--- config.mk ---
export PLATFORM = sky130hd
export DESIGN_NAME = sysid_reader
export DESIGN_NICKNAME = d
export VERILOG_FILES = /design/src/rtl/sysid_reader_defs.sv /design/src/rtl/sysid_timeout_cnt.sv /design/src/rtl/sysid_reader.sv
export SDC_FILE = /design/constraint.sdc
export NUM_CORES = 1
export LEC_CHECK = 0
export ABC_CLOCK_PERIOD_IN_PS = 4500
export BUFFER_PORTS_ARGS = -buffer_cell sky130_fd_sc_hd__buf_2
export CELL_PAD_IN_SITES_DETAIL_PLACEMENT = 1
export CELL_PAD_IN_SITES_GLOBAL_PLACEMENT = 2
export CORE_MARGIN = 5
export CORE_UTILIZATION = 35
export CTS_CLUSTER_SIZE = 30
export DETAILED_ROUTE_END_ITERATION = 16
export PLACE_DENSITY_LB_ADDON = 0.1
export SLEW_MARGIN = 0
export SYNTH_ARGS = -nofsm -noshare
export SYNTH_HDL_FRONTEND = slang
export SYNTH_SLANG_ARGS = --single-unit
--- constraint.sdc ---
create_clock -name clk -period 4.5 [get_ports clk]
set_input_delay 0.225 -clock clk [delete_from_list [all_inputs] [get_ports clk]]
set_output_delay 0.225 -clock clk [all_outputs]
set_load 0.005 [all_outputs]
--- src/rtl/sysid_reader_defs.sv ---
// Shared constants for the sysid reader: FSM state encodings and the
// Avalon word addresses of the two sysid registers.
package sysid_reader_defs;

  typedef logic [1:0] state_t;

  localparam state_t ST_IDLE  = 2'd0;
  localparam state_t ST_RD_ID = 2'd1;
  localparam state_t ST_RD_TS = 2'd2;
  localparam state_t ST_DONE  = 2'd3;

  localparam logic ADDR_ID = 1'b0;
  localparam logic ADDR_TS = 1'b1;

endpackage

--- src/rtl/sysid_timeout_cnt.sv ---
// Per-read stall counter: counts waitrequest-high cycles and flags the cycle
// on which the read must be abandoned.
module sysid_timeout_cnt #(
  parameter int unsigned TIMEOUT_CYCLES = 1024
) (
  input  logic clk,
  input  logic reset_n,
  input  logic clr,
  input  logic inc,
  output logic expired
);

  localparam logic [15:0] LIMIT = 16'(TIMEOUT_CYCLES - 1);

  logic [15:0] cnt_q;
  logic [15:0] cnt_d;

  // Saturates at LIMIT so a long stall can never wrap back to zero.
  always_comb begin
    cnt_d = cnt_q;
    if (clr) begin
      cnt_d = '0;
    end else if (inc && (cnt_q != LIMIT)) begin
      cnt_d = cnt_q + 16'd1;
    end
  end

  assign expired = inc && (cnt_q == LIMIT);

  always_ff @(posedge clk or negedge reset_n) begin
    if (!reset_n) begin
      cnt_q <= '0;
    end else begin
      cnt_q <= cnt_d;
    end
  end

endmodule

--- src/rtl/sysid_reader.sv ---
// Reads the sysid ID and timestamp words over Avalon-MM, compares them with
// the expected build values and reports pass/fail/timeout.
module sysid_reader
  import sysid_reader_defs::*;
#(
  parameter logic [31:0] EXPECTED_ID    = 32'd2097841511,
  parameter logic [31:0] EXPECTED_TS    = 32'd1327086805,
  parameter int unsigned TIMEOUT_CYCLES = 1024,
  parameter int unsigned AUTO_START     = 1
) (
  input  logic        clk,
  input  logic        reset_n,
  input  logic        start,
  output logic        av_address,
  output logic        av_read,
  input  logic [31:0] av_readdata,
  input  logic        av_waitrequest,
  output logic        busy,
  output logic        done,
  output logic        id_ok,
  output logic        ts_ok,
  output logic        timeout,
  output logic [31:0] id_value,
  output logic [31:0] ts_value
);

  localparam logic AUTO_EN = (AUTO_START != 0);

  state_t      state_q, state_d;
  logic        auto_q, auto_d;
  logic        id_ok_q, id_ok_d;
  logic        ts_ok_q, ts_ok_d;
  logic        timeout_q, timeout_d;
  logic [31:0] id_value_q, id_value_d;
  logic [31:0] ts_value_q, ts_value_d;

  logic        rd_active;
  logic        cnt_clr;
  logic        cnt_inc;
  logic        expired;

  assign rd_active = (state_q == ST_RD_ID) || (state_q == ST_RD_TS);

  // Clearing on the ID capture edge makes the counter start from zero in RD_TS
  // without a dependency on the next-state logic.
  assign cnt_clr = !rd_active || ((state_q == ST_RD_ID) && !av_waitrequest);
  assign cnt_inc = rd_active && av_waitrequest;

  sysid_timeout_cnt #(
    .TIMEOUT_CYCLES(TIMEOUT_CYCLES)
  ) u_timeout_cnt (
    .clk     (clk),
    .reset_n (reset_n),
    .clr     (cnt_clr),
    .inc     (cnt_inc),
    .expired (expired)
  );

  always_comb begin
    state_d    = state_q;
    auto_d     = auto_q;
    id_ok_d    = id_ok_q;
    ts_ok_d    = ts_ok_q;
    timeout_d  = timeout_q;
    id_value_d = id_value_q;
    ts_value_d = ts_value_q;
    case (state_q)
      ST_IDLE: begin
        if (start || auto_q) begin
          state_d = ST_RD_ID;
          auto_d  = 1'b0;
        end
      end
      ST_RD_ID: begin
        if (!av_waitrequest) begin
          id_value_d = av_readdata;
          state_d    = ST_RD_TS;
        end else if (expired) begin
          state_d   = ST_DONE;
          timeout_d = 1'b1;
          id_ok_d   = 1'b0;
          ts_ok_d   = 1'b0;
        end
      end
      ST_RD_TS: begin
        if (!av_waitrequest) begin
          ts_value_d = av_readdata;
          state_d    = ST_DONE;
          id_ok_d    = (id_value_q == EXPECTED_ID);
          ts_ok_d    = (av_readdata == EXPECTED_TS);
          timeout_d  = 1'b0;
        end else if (expired) begin
          state_d   = ST_DONE;
          timeout_d = 1'b1;
          id_ok_d   = 1'b0;
          ts_ok_d   = 1'b0;
        end
      end
      default: begin
        state_d = ST_IDLE;
      end
    endcase
  end

  always_ff @(posedge clk or negedge reset_n) begin
    if (!reset_n) begin
      state_q    <= ST_IDLE;
      auto_q     <= AUTO_EN;
      id_ok_q    <= 1'b0;
      ts_ok_q    <= 1'b0;
      timeout_q  <= 1'b0;
      id_value_q <= '0;
      ts_value_q <= '0;
    end else begin
      state_q    <= state_d;
      auto_q     <= auto_d;
      id_ok_q    <= id_ok_d;
      ts_ok_q    <= ts_ok_d;
      timeout_q  <= timeout_d;
      id_value_q <= id_value_d;
      ts_value_q <= ts_value_d;
    end
  end

  // Bus outputs decode straight from the state register, so they are glitch-free
  // and address returns to zero whenever no read is in flight.
  assign av_read    = rd_active;
  assign av_address = (state_q == ST_RD_TS) ? ADDR_TS : ADDR_ID;
  assign busy       = (state_q != ST_IDLE);
  assign done       = (state_q == ST_DONE);
  assign id_ok      = id_ok_q;
  assign ts_ok      = ts_ok_q;
  assign timeout    = timeout_q;
  assign id_value   = id_value_q;
  assign ts_value   = ts_value_q;

endmodule

## Yosys cells after proc, flatten, opt, wreduce, memory -nomap -nowiden

Index checks and enable logic that the tools add are counted.

- Logic and storage cells: 56
- Memories kept: 0
- Memory bits (read-only): 0
- Latch bits: 0
- Register bits: 86
- Output and inout bits: 71
- Memory bits (writable): 0
- Input bits: 36

- $mul: 0
- Equality and inequality tests: 9
- Multiplexer cells: 20
- Reduce and logical (&&, ||, !) cells: 17
- Add/subtract/negate cells: 1
- Divide/modulo/power cells: 0
- Bitwise gates (word level): 1
- Shift operators: 0
- Magnitude comparators: 0

Operator list:

| cell | count |
|---|---|
| $eq 32x31->1 const B | 2 |
| $mux 16 | 2 |
| $add 16x1->16 const B | 1 |
| $eq 16x10->1 const B | 1 |
| $ne 16x10->1 const B | 1 |
| $mux 1 | 10 |
| $mux 2 | 4 |
| $reduce_and 2->1 | 4 |
| $pmux 1 s2 | 3 |
| $pmux 2 s3 | 1 |
| $reduce_bool 2->1 | 3 |
| $eq 2x2->1 const B | 2 |
| $logic_and 1x1->1 | 4 |
| $ne 2x2->1 const B | 2 |
| $logic_or 1x1->1 | 3 |
| $eq 2x1->1 const B | 1 |
| $logic_not 1->1 | 2 |
| $logic_not 2->1 | 1 |
| $not 1->1 | 1 |

## Depth between registers and ports, before layout

- Depth in word-level cells: 7
- Mapped depth: 7
- Depth with buffers taken out: 6

## By module

A second synthesis with hierarchy kept.

- Cells, all modules: 300
- Area, all modules: 4167.7 um2

By module, submodules not included:

| module | area each (um2) | cells an instance | instances | sequential area each (um2) |
|---|---|---|---|---|
| sysid_reader | 3223.1 | 202 | 1 | 1752.9 |
| sysid_timeout_cnt | 944.7 | 98 | 1 | 400.4 |

## Worst setup path before layout

Ideal clock, no wire load.

- Kind: reg-to-reg
- Start: register u_timeout_cnt.cnt_q[0]
- End: register ts_ok_q (netlist: ts_ok)
- Required time: 4380 ps
- Period minus slack after synthesis: 1918 ps
- Setup slack: 2582 ps
- Arrival: 1798 ps
- Setup time: 120 ps
- Buffers on the path: 1
- Stages on the path, launching flop included: 7
- Cell sequence: dfrtp_1 ha_1 or4bb_1 nor4_4 buf_6 nand3_2 a31o_1

- Longest elaborated chain between the ends: 5
- Elaborated cells between the ends (all ways): 6
- Classes of those cells: eq/ne (1); mux (4); reduce/logical (1)

RTL lines:

| what | line | text |
|---|---|---|
| start: declaration | sysid_timeout_cnt.sv:15 | `logic [15:0] cnt_q;` |
| start signal: assignment | sysid_timeout_cnt.sv:34 | `cnt_q <= cnt_d;` |
| $eq 16x10->1 * | sysid_timeout_cnt.sv:28 | `assign expired = inc && (cnt_q == LIMIT);` |
| $logic_and 1x1->1 * | sysid_timeout_cnt.sv:28 |  |
| $mux 1 * | n/a |  |
| $mux 1, on equally long branches | n/a |  |
| $pmux 1 s2 * | n/a |  |
| end signal: assignment | sysid_reader.sv:118 | `ts_ok_q <= ts_ok_d;` |
| end: declaration | sysid_reader.sv:32 | `logic ts_ok_q, ts_ok_d;` |

Mark *: on every way between the ends. The rest lies on a longest branch, timed or not. The select of a mux whose other input is x is not followed.
A chain may end at the register's enable or synchronous reset.

## Worst setup path after layout

- Start: register state_q[0]
- End: register ts_ok_q (netlist: ts_ok)

- Longest elaborated chain between the ends: 7
- Elaborated cells between the ends (all ways): 12
- Classes of those cells: eq/ne (3); mux (4); reduce/logical (5)

RTL lines:

| what | line | text |
|---|---|---|
| start: declaration | sysid_reader.sv:29 | `state_t state_q, state_d;` |
| start signal: assignment | sysid_reader.sv:115 | `state_q <= state_d;` |
| $eq 2x1->1 / $eq 2x2->1 (equally long branches) | sysid_reader.sv:42, sysid_reader.sv:67 |  |
| $logic_or 1x1->1 | sysid_reader.sv:42 | `assign rd_active = (state_q == ST_RD_ID) \|\| (state_q == ST_RD_TS);` |
| $logic_and 1x1->1 | sysid_reader.sv:47 | `assign cnt_inc = rd_active && av_waitrequest;` |
| $logic_and 1x1->1 | sysid_timeout_cnt.sv:28 |  |
| $mux 1 | n/a |  |
| $mux 1, on equally long branches | n/a |  |
| $pmux 1 s2 | sysid_reader.sv:67 | `case (state_q)` |

Several ways; a longest one is shown, not always the timed one. The select of a mux whose other input is x is not followed.

==> flow_summary.ini <==
[layout]
syn_to_final_growth_pct = 22.9
most-common-layout-cells = 105 x buf_2, 85 x dfrtp_1, 64 x mux2_2
fin_util = 0.442
layout_commonest_cell = buf_2
drive_above_1_share = 0.520
filler_cell_count = 1201
fin_nets = 447
diodes = 0

[timing]
relSlewSlack = 0.410
max_freq_mhz = 435
period_needed_ns = 2.30
post-route-period-util = 0.511
tightest_slew_ns = 0.884
rsz0062_at_grt = false
final_max_slew_viol_count = 0
tns_ns = 0
finalSetupViolations = 0
finalHoldViolCount = 0
fin_skew_ns = 0.00558

[clock_network]
cts.sinks = 86
clk_path_buf_depth = 2
numCtsBuffers = 9
cts_tree = done
htreeDepth = 3
insertion_delay_ns = 0.36
root_buffer = clkbuf_8
path_clk_slew_ns = 0.09
post_cts_resized = 0

[synthesis]
netlist.area_leader.share = 0.543
syn_area_um2 = 3910
synth.distinct_cells = 50
synthCells = 297
yosysTopAreaCell = dfrtp_1
ys_seq_area_frac = 0.550
ys.flop_type = dfrtp_1
yosys_warnings = 0
ys_seq_elements = 86
synth.top_cells.by_area = dfrtp_1 54%, mux2_2 18%, ha_1 1.9%, nand4_1 1.6%, a21oi_2 1.6%
synth_fp_nets = 339
synth_enable_flop_cells = 0
synth.avg_cell_area_um2 = 13.2
async_reset_ff_frac = 1.00

[status]
run_status = complete, no violations

[place]
gp_congestion = 0.736
dp.final_hpwl_um = 7450
io_buffers = 106

[setup_path]
path_class = reg2reg
slowest_delay_ns = 0.52
critPathLaunchType = register
cp.arrival_ns = 2.61
r2r_end = ts_ok$_DFFE_PN0P_
path_max_fanout = 33
slowest_stage = nand2b_2
reg2regPathDepth = 6
cp-end-kind = register
reg2reg_slack_ns = 2.20
cp.required_ns = 4.81
cp_cell_sequence = inv_1 -> ha_1 -> nand2b_2 -> nand2b_1 -> nor4_1 -> a31o_1
timing.rr.start = state_q[0]$_DFFE_PN0P_

[die]
die_area_um2 = 13400
num_rows = 38
core_area_um2 = 10900
pin_count = 107
die_x_um = 116
initial_utilization = 0.359
die_h_um = 116

[job]
drv_cap = 0

[detailed_routing]
routed_wl_um = 10100
num_vias = 2872
drcViolationCount = 0
vias_per_cell = 5.22
drtAntennaViolNets = 0
dr.pass1.iters = 4
drt_iter0_markers = 97
wl_per_cell_um = 18.4

[power]
p_leak_nw = 2.18
power_density_nw_per_um2 = 620
ir_worst_vdd_uv = 318

[grt]
antenna_found_initial = 0
grt_util_all_layers = 0.162
grt_pass1_wl_um = 16800
grt_max_degree = 47
overflow = 0
grt_pass1_vias = 3160

[worst_hold_path]
min_from = av_readdata[9]
hold_class = in2reg
hold_path_end = id_value[9]$_DFFE_PN0P_
worstHoldPathCells = 2
[per-stage QoR]
| stage | total power, W | instance area, um^2 | worst slack [ns] | hold slack, ns | std cells |
|---|---|---|---|---|---|
| 3_3_place_gp | 0.00238 | 4580 | 2.28 | 0.278 | 533 |
| 3_5_place_dp | 0.00241 | 4580 | 2.19 | 0.284 | 533 |
| 2_1_floorplan | 0.00187 | 3910 | 2.58 | -0.0706 | 297 |
| 6_report | 0.00298 | 4810 | 2.20 | 0.0991 | 550 |
| 5_1_grt | 0.00321 | 4810 | 1.96 | 0.0819 | 550 |
| 4_1_cts | 0.00304 | 4810 | 2.16 | 0.0818 | 550 |
[critical path, delay by kind of cell (launching register included)]
kind                     cells  cell delay, ns
AND/OR/NAND/NOR              3            1.28
flip-flops                   1            0.41
adder cells (fa/ha/maj)      1            0.27
AO/OA/AOI/OAI                1            0.15
buffers and inverters        1            0.13
[sequential cells by signal, summed over array words and instances (netlist names)]
register             flops
id_ok                    1
u_timeout_cnt.cnt_q     16
state_q                  2
id_value                32
timeout                  1
ts_ok                    1
ts_value                32
auto_q                   1
[cell type report]
class	instances	area, um^2	share of cell area
tap	140	175	0.0364
inverter	3	11.3	0.00234
sequential	86	2150	0.448
clock inverter	5	81.3	0.0169
timing repair buffer	111	573	0.119
clock buffer	11	141	0.0294
multi-input combinational	194	1670	0.348
[synth_stat cells (2+ instances only)]
library cell and number:
ha_1 6, or3_1 6, nor4_1 3, nor2_1 9, o21ai_0 7, a31oi_1 3
clkbuf_1 6, dfrtp_1 85, a21oi_1 3, nor4b_1 4, a31o_1 2, o31ai_1 2
nand2b_1 5, and4b_1 3, a41o_1 2, nor4bb_1 5, and3_1 3, nand2_1 12
or4_1 4, nand4_1 10, inv_1 3, and4_1 2, buf_2 2, o21ai_2 7
nand3_1 4, a21oi_2 7, a31o_2 2, mux2_2 64, nor3_1 2, buf_1 4
[worst max-delay path by stage]
stage / start / endpoint / depth (start not counted)
after floorplan: u_timeout_cnt.cnt_q[0]$_DFFE_PN0P_ / ts_ok$_DFFE_PN0P_ / 6
after global placement: state_q[0]$_DFFE_PN0P_ / ts_ok$_DFFE_PN0P_ / 6
after detailed placement: state_q[0]$_DFFE_PN0P_ / ts_ok$_DFFE_PN0P_ / 6
after CTS: state_q[0]$_DFFE_PN0P_ / ts_ok$_DFFE_PN0P_ / 6
after global routing: state_q[0]$_DFFE_PN0P_ / ts_ok$_DFFE_PN0P_ / 6
final: state_q[0]$_DFFE_PN0P_ / ts_ok$_DFFE_PN0P_ / 6
[repair_timing]
action                    in CTS  in global routing
buffers inserted               0                  0
hold endpoints to repair      44                  0
hold buffers                   1                  0
[where the power goes]
part | switching [W] | internal (W) | total (W)
sequential | 0.000196 | 0.00108 | 0.00128
clock | 0.000285 | 0.000329 | 0.000614
combinational | 0.000503 | 0.000586 | 0.00109
total | 0.000984 | 0.00200 | 0.00298
[routing by layer]
layer  part of all wire  global-route usage  vias to the layer above
met5                  0                   0                        -
met4             0.0095              0.0394                        0
met3              0.076              0.0695                        8
met2               0.49               0.258                       67
met1               0.42               0.206                     1467
li1                   -                   -                     1330
[kinds of logic after synthesis]
kind of cell,synth area share
muxes,0.190
and+or+nand+nor,0.138
DFF,0.550
buffers and inverters,0.0230
AOI/OAI and AO/OA,0.0780
adders and majority gates,0.0192
xor gates and xnor gates,0.00224
Note: power is estimated with default switching activity, not from simulation.
